===== src/rtl/alu_cmp_stage.sv =====
`default_nettype none
// ============================================================================
// Module   : alu_cmp_stage
// Purpose  : Registered result/compare stage behind the adder/subtractor.
//            Selects the arithmetic result or a signed/unsigned compare bit,
//            captures {z,v,n,c}, counts overflow events (saturating) and
//            decouples upstream from downstream with a 2-entry skid buffer.
// Revision : 1.0 - initial release
// ============================================================================
module alu_cmp_stage #(
    parameter int WIDTH = 16,
    parameter int CNT_W = 8
) (
    input  logic             clk,
    input  logic             rst,
    input  logic             in_valid,
    output logic             in_ready,
    input  logic [WIDTH-1:0] in_result,
    input  logic             in_cout,
    input  logic             in_z,
    input  logic             in_v,
    input  logic             in_n,
    input  logic [2:0]       in_op,
    output logic             out_valid,
    input  logic             out_ready,
    output logic [WIDTH-1:0] out_data,
    output logic [3:0]       out_flags,
    output logic [CNT_W-1:0] ovf_count
);

    localparam logic [2:0]       c_op_cmpeq  = 3'b001;
    localparam logic [2:0]       c_op_cmplt  = 3'b010;
    localparam logic [2:0]       c_op_cmple  = 3'b011;
    localparam logic [2:0]       c_op_cmpltu = 3'b100;
    localparam logic [2:0]       c_op_cmpleu = 3'b101;
    localparam logic [CNT_W-1:0] c_cnt_max   = {CNT_W{1'b1}};

    // Main (output) register
    logic             r_main_valid;
    logic [WIDTH-1:0] r_main_data;
    logic [3:0]       r_main_flags;

    // Skid register, only occupied while main is full and stalled
    logic             r_skid_valid;
    logic [WIDTH-1:0] r_skid_data;
    logic [3:0]       r_skid_flags;

    logic [CNT_W-1:0] r_ovf_count;

    logic             w_in_fire;
    logic             w_main_free;
    logic             w_is_cmp;
    logic             w_cmp_bit;
    logic [WIDTH-1:0] w_sel_data;
    logic [3:0]       w_sel_flags;

    // Ready depends only on a register, so no combinational path from out_ready
    assign in_ready    = ~r_skid_valid;
    assign w_in_fire   = in_valid & ~r_skid_valid;
    // Main can take a new beat when empty or when its current beat leaves now
    assign w_main_free = ~r_main_valid | out_ready;
    assign w_sel_flags = {in_z, in_v, in_n, in_cout};

    // Decode the function select into either a pass-through or a compare bit;
    // compares interpret the flags of a subtraction a-b
    always_comb begin
        w_is_cmp  = 1'b0;
        w_cmp_bit = 1'b0;
        case (in_op)
            c_op_cmpeq: begin
                w_is_cmp  = 1'b1;
                w_cmp_bit = in_z;
            end
            c_op_cmplt: begin
                w_is_cmp  = 1'b1;
                w_cmp_bit = in_n ^ in_v;
            end
            c_op_cmple: begin
                w_is_cmp  = 1'b1;
                w_cmp_bit = in_z | (in_n ^ in_v);
            end
            c_op_cmpltu: begin
                w_is_cmp  = 1'b1;
                w_cmp_bit = ~in_cout;
            end
            c_op_cmpleu: begin
                w_is_cmp  = 1'b1;
                w_cmp_bit = ~in_cout | in_z;
            end
            default: begin
                w_is_cmp  = 1'b0;
                w_cmp_bit = 1'b0;
            end
        endcase
        w_sel_data = w_is_cmp ? {{(WIDTH-1){1'b0}}, w_cmp_bit} : in_result;
    end

    // Two-entry FIFO: skid drains into main first, otherwise a new beat loads
    // main if it is free or lands in skid when main is stalled
    always_ff @(posedge clk) begin
        if (rst) begin
            r_main_valid <= 1'b0;
            r_main_data  <= '0;
            r_main_flags <= '0;
            r_skid_valid <= 1'b0;
            r_skid_data  <= '0;
            r_skid_flags <= '0;
        end else if (w_main_free) begin
            if (r_skid_valid) begin
                r_main_valid <= 1'b1;
                r_main_data  <= r_skid_data;
                r_main_flags <= r_skid_flags;
                r_skid_valid <= 1'b0;
            end else if (w_in_fire) begin
                r_main_valid <= 1'b1;
                r_main_data  <= w_sel_data;
                r_main_flags <= w_sel_flags;
            end else begin
                r_main_valid <= 1'b0;
            end
        end else if (w_in_fire) begin
            r_skid_valid <= 1'b1;
            r_skid_data  <= w_sel_data;
            r_skid_flags <= w_sel_flags;
        end
    end

    // Overflow events are counted when the beat is accepted; sticks at max
    always_ff @(posedge clk) begin
        if (rst) begin
            r_ovf_count <= '0;
        end else if (w_in_fire && in_v && (r_ovf_count != c_cnt_max)) begin
            r_ovf_count <= r_ovf_count + 1'b1;
        end
    end

    assign out_valid = r_main_valid;
    assign out_data  = r_main_data;
    assign out_flags = r_main_flags;
    assign ovf_count = r_ovf_count;

endmodule
`default_nettype wire

===== config.mk =====
export PLATFORM = sky130hd
export DESIGN_NAME = alu_cmp_stage
export DESIGN_NICKNAME = d
export VERILOG_FILES = /design/src/rtl/alu_cmp_stage.sv
export SDC_FILE = /design/constraint.sdc
export NUM_CORES = 1
export LEC_CHECK = 0
export CAP_MARGIN = 20
export CORE_ASPECT_RATIO = 0.5
export CORE_UTILIZATION = 37
export CTS_CLUSTER_DIAMETER = 120
export DETAILED_ROUTE_END_ITERATION = 6
export GPL_TIMING_DRIVEN = 0
export HOLD_SLACK_MARGIN = 0.02
export PLACE_DENSITY = 0.72
export SYNTH_ARGS = -nofsm -noshare
export SYNTH_HDL_FRONTEND = slang
export SYNTH_SLANG_ARGS = --single-unit

===== constraint.sdc =====
create_clock -name clk -period 1.65 [get_ports clk]
set_clock_uncertainty 0.05 [all_clocks]
set_input_delay 0.33 -clock clk [delete_from_list [all_inputs] [get_ports clk]]
set_output_delay 0.33 -clock clk [all_outputs]
set_load 0.02 [all_outputs]

Word-level counts from Yosys, hierarchy flattened
Index checks and enable logic that the tools add are counted.

storage, ports and cells
  word-level logic and storage cells = 39
  register bits after elaboration = 50
  input port bits = 27

operators by class
  multiplexer cells = 9
  add/subtract/negate cells = 1
  bitwise gates (word level) = 9
  reduce and logical (&&, ||, !) cells = 7
  equality and inequality tests = 6

operator list
  operator                                                               count
  16-bit 2-to-1 mux                                                      3
  8-bit by 1-bit adder with 8-bit output, second input constant          1
  4-bit 2-to-1 mux                                                       2
  8-bit inequality test, second input constant                           1
  3-bit by 2-bit equality test with 1-bit output, second input constant  2
  3-bit equality test, second input constant                             2
  1-bit case mux with 5 select lines                                     1
  5-bit OR reduction                                                     1
  1-bit NOT                                                              4
  2-bit AND reduction                                                    2
  3-bit by 1-bit equality test with 1-bit output, second input constant  1
  1-bit 2-to-1 mux                                                       3
  1-bit bitwise OR                                                       3
  1-bit logical AND                                                      2
  2-bit nonzero test                                                     1
  2-bit OR reduction                                                     1
  1-bit AND                                                              1
  1-bit bitwise XOR                                                      1

Longest topological paths before layout
  word-level depth = 6
  mapped depth = 6
  depth with buffers taken out = 5

Worst setup path before layout
Ideal clock, no wire load.

  path type = reg2reg
  start = reg r_ovf_count[0] (netlist: ovf_count[0])
  end = reg r_ovf_count[1] (netlist: ovf_count[1])
  required time = 1.472 ns
  data arrival time = 1.359 ns
  path slack = 0.113 ns
  setup time = 0.128 ns
  buffers on the path = 0
  cell stages (with the launch flop) = 6
  cells stage by stage = dfxtp_1 ha_1 and4_1 a41o_1 mux2i_1 nor2_1

on the way
  word-level cells in the longest chain between the ends = 2
  elaborated cells on any way between the ends = 3

ends and longest elaborated chain
  what                                                                                            RTL line  source
  from (decl)                                                                                     48        logic [CNT_W-1:0] r_ovf_count;
  from (signal assigned)                                                                          133       r_ovf_count <= r_ovf_count + 1'b1;
  parallel branches: the longest is 2 deep, another holds 8-bit by 1-bit adder with 8-bit output  --

Parallel ways; which one is timed is not known.
A chain may end at the register's enable or synchronous reset.

Final worst setup path
  start = reg r_main_data[6] (netlist: out_data[6])
  end = out out_data[6]

RTL lines
  what                    RTL line  source
  from (decl)             40        logic [WIDTH-1:0] r_main_data;
  from (signal assigned)  111       r_main_data <= r_skid_data;
  from (signal assigned)  116       r_main_data <= w_sel_data;
  to (decl)               26        output logic [WIDTH-1:0] out_data,

No word-level cell between the ends.

==> out/results.txt <==
outcome = complete, no violations
Post-synth top cells = dfxtp_1, nand2_1, nor2_1, nand3_1, a21oi_1
# clock sinks = 50
fin. max-slew vios = 0
power density cells = 918 mW/mm2
Req. time, crit path = 1.27 ns
sequential area share after synthesis = 43.3%
htree depth = 2
WS Path Type = reg2out
Starting Density = 40.2%
Worst IR Drop VDD = 0.553 mV
FMAX = 0.618 GHz
clock transition at the registers of the reported paths = 0.07 ns
Final min period = 1.62 ns
grt ovf = 0
CP bufs+invs = 1
Lkg Pwr = 0.00125 uW
maximum fanout along the worst path = 2
Cell Area, Placed = 0.00297 mm2
critical path cell sequence = clkdlybuf4s50_1
#FFs+latches synth = 50
Synth Area in Compound Gates = 20.3%
GRT Overall Usage = 19.2%
CTS tree = yes
main combinational cell family by area after synthesis = simple AND/OR/NAND/NOR gates
Comb power frac = 16.8%
Yosys Warn Count = 0
Post-DRT Antenna Nets = 0
Clock Tree Buf Depth = 2
Clock power frac = 40.0%
Die Y = 57.9 um
synthesized cell area = 0.00231 mm2
simple-gate share of the synthesized area = 26.5%
post-synthesis mux area share = 2.17%
EDFF count, synth = 0
die area = 0.00659 mm2
Startpoint Class = flop
IO Port Bufs = 55
antenna fix cells = 0
worst slack at placement = -0.295 ns
Cells after Synth = 269
vias per cell = 5.26
crit-path leading delay family = buffers and inverters
root buffer cell = clkbuf_16
final hold viol count = 0
post-DP HPWL = 4.38 mm
Net Sw Power = 733 uW
nature of the critical path endpoint = output port
part of the power in registers = 43.2%
most common cell in the synthesized netlist = dfxtp_1
max incr delay on CP = 0.61 ns
layout cells sized above 1 = 16.3%
Worst Hold Slack = 0.372 ns
Netlist cell types = 40
Int Power = 2240 uW
top post-synthesis cells by area = dfxtp_1, a311oi_2, nand2_1
area delta synth->final = 40.3%
setup total negative slack = 0 ns
post-synth top area cell = dfxtp_1
post-synth top area share = 43.3%
fin crit share = 98.1%
GP Congestion = 0.832
vias in the first global route = 2,069
Pre-antenna DRT Iters = 4
post-synth net total = 297
Syn Area/Cell = 8.59 um2
count of final setup violators = 0
Sw Share = 24.6%
Max Cap Viol = 0
FFs w/ async S/R, synth = 0%
XOR/XNOR share of the synthesized area = 1.14%
pin count of the biggest net entering global routing = 15
clock latency at the later pin of the worst-skew pair = 0.28 ns
1st-iter DRT viols = 128
CTS Hold Bufs = 0
Tightest Pin Transition = 0.513 ns
critical path data arrival time = 1.24 ns
CP max stage cell = clkdlybuf4s50_1
# rows = 19
initial antenna violation count = 0
Routed WL = 6.17 mm
CTS Buf Count = 5
via count = 2,190
Worst Slack Setup Final = 0.0317 ns
Power, Total = 2980 uW
die width = 114 um
DRC = 0
I/O Pins = 57
final non-filler cell area = 0.00324 mm2
first-pass GRT wire length = 9.92 mm
core box area = 0.00575 mm2
Post-Synth Adder-Cell Area = 0.541%
HP Class = in2reg
Nets = 360
DR WL/cell = 14.8 um
Most used DFF post-synth = dfxtp_1
RSZ-0062 raised after global routing = no
Max transition margin = 65.8%
[power by group through the flow]
stage / sequential (uW) / combinational [uW] / clock, uW
after floorplan: 1360 / 209 / 0
after detailed placement: 1310 / 475 / 0
after global routing: 1290 / 533 / 1260
after global placement: 1310 / 466 / 0
final: 1290 / 500 / 1190
after CTS: 1290 / 474 / 1210
[layout make-up]
| class | instances | area, um2 |
|---|---|---|
| plain buffers | 22 | 140 |
| flip-flops and latches | 50 | 1000 |
| inverters | 4 | 20.0 |
| fillers | 521 | 2510 |
| repair buffers | 57 | 609 |
| well taps | 84 | 105 |
| clock buffers | 6 | 139 |
| multi-input cells | 192 | 1200 |
| clock inverters | 1 | 30.0 |
[layout by cell type, fill, tap and decap left out, types with 2 or more instances in the layout]
cell,n
dfxtp_1,49
nand2_1,46
clkdlybuf4s50_1,36
nor2_1,29
nand3_1,24
a21oi_1,22
a311oi_2,15
dlymetal6s2s_1,11
buf_2,8
nand3_2,8
clkbuf_1,7
dlygate4sd2_1,7
a211oi_1,6
clkbuf_16,6
mux2i_1,5
nand2b_1,4
clkbuf_4,3
inv_1,3
nor4_1,3
o21ai_0,3
nor2b_1,2
nor3_1,2
and4_1,2
a31oi_1,2
xor2_1,2
buf_4,2
buf_8,2
and2_1,2
[through the flow]
| stage | instances | util (%) |
|---|---|---|
| 2_1_floorplan | 269 | - |
| 3_3_place_gp | 408 | 51.6 |
| 3_5_place_dp | 408 | 51.6 |
| 4_1_cts | 415 | 54.4 |
| 5_1_grt | 416 | 56.4 |
| 6_report | 416 | 56.4 |
[worst paths after layout]
check                                        to  slack (ns)  cells after the start            start
worst max register to register     ovf_count[7]        0.13                      4     ovf_count[3]
worst max-delay path                out_data[6]        0.03                      1      out_data[6]
worst min-delay path            r_skid_flags[2]        0.37                      3             in_v
worst min register to register  r_skid_data[13]        0.41                      2  r_skid_data[13]
[per-layer routing]
metal / vias to the layer above / share of wire, % / global-route usage (%)
met5: - / 0 / 0
met4: 0 / 0.44 / 6.02
met3: 2 / 6.0 / 3.14
met2: 67 / 49 / 33.5
met1: 1047 / 44 / 24.8
li1: 1074 / - / -
[flip-flops by register name, indices dropped and copies added (netlist names)]
signal,flops
out_data,16
r_skid_valid,1
out_valid,1
r_skid_flags,4
ovf_count,8
out_flags,4
r_skid_data,16
[what timing repair did]
item / CTS / global route
buffers inserted: 0 / 1
setup endpoints to repair: 9 / 36
pin swaps: 0 / 7
resized for setup: 15 / 25
cloned: 0 / 1
[kinds of logic (layout without fill, tap and decap cells)]
logic type,Yosys count,after routing
AND/OR/NAND/NOR,128,128
AO/OA/AOI/OAI,55,55
flip-flops,50,50
buffers and inverters,27,90
multiplexers,5,5
XOR/XNOR,3,3
adder cells (fa/ha/maj),1,1
Power figures use the tool's default switching activity.
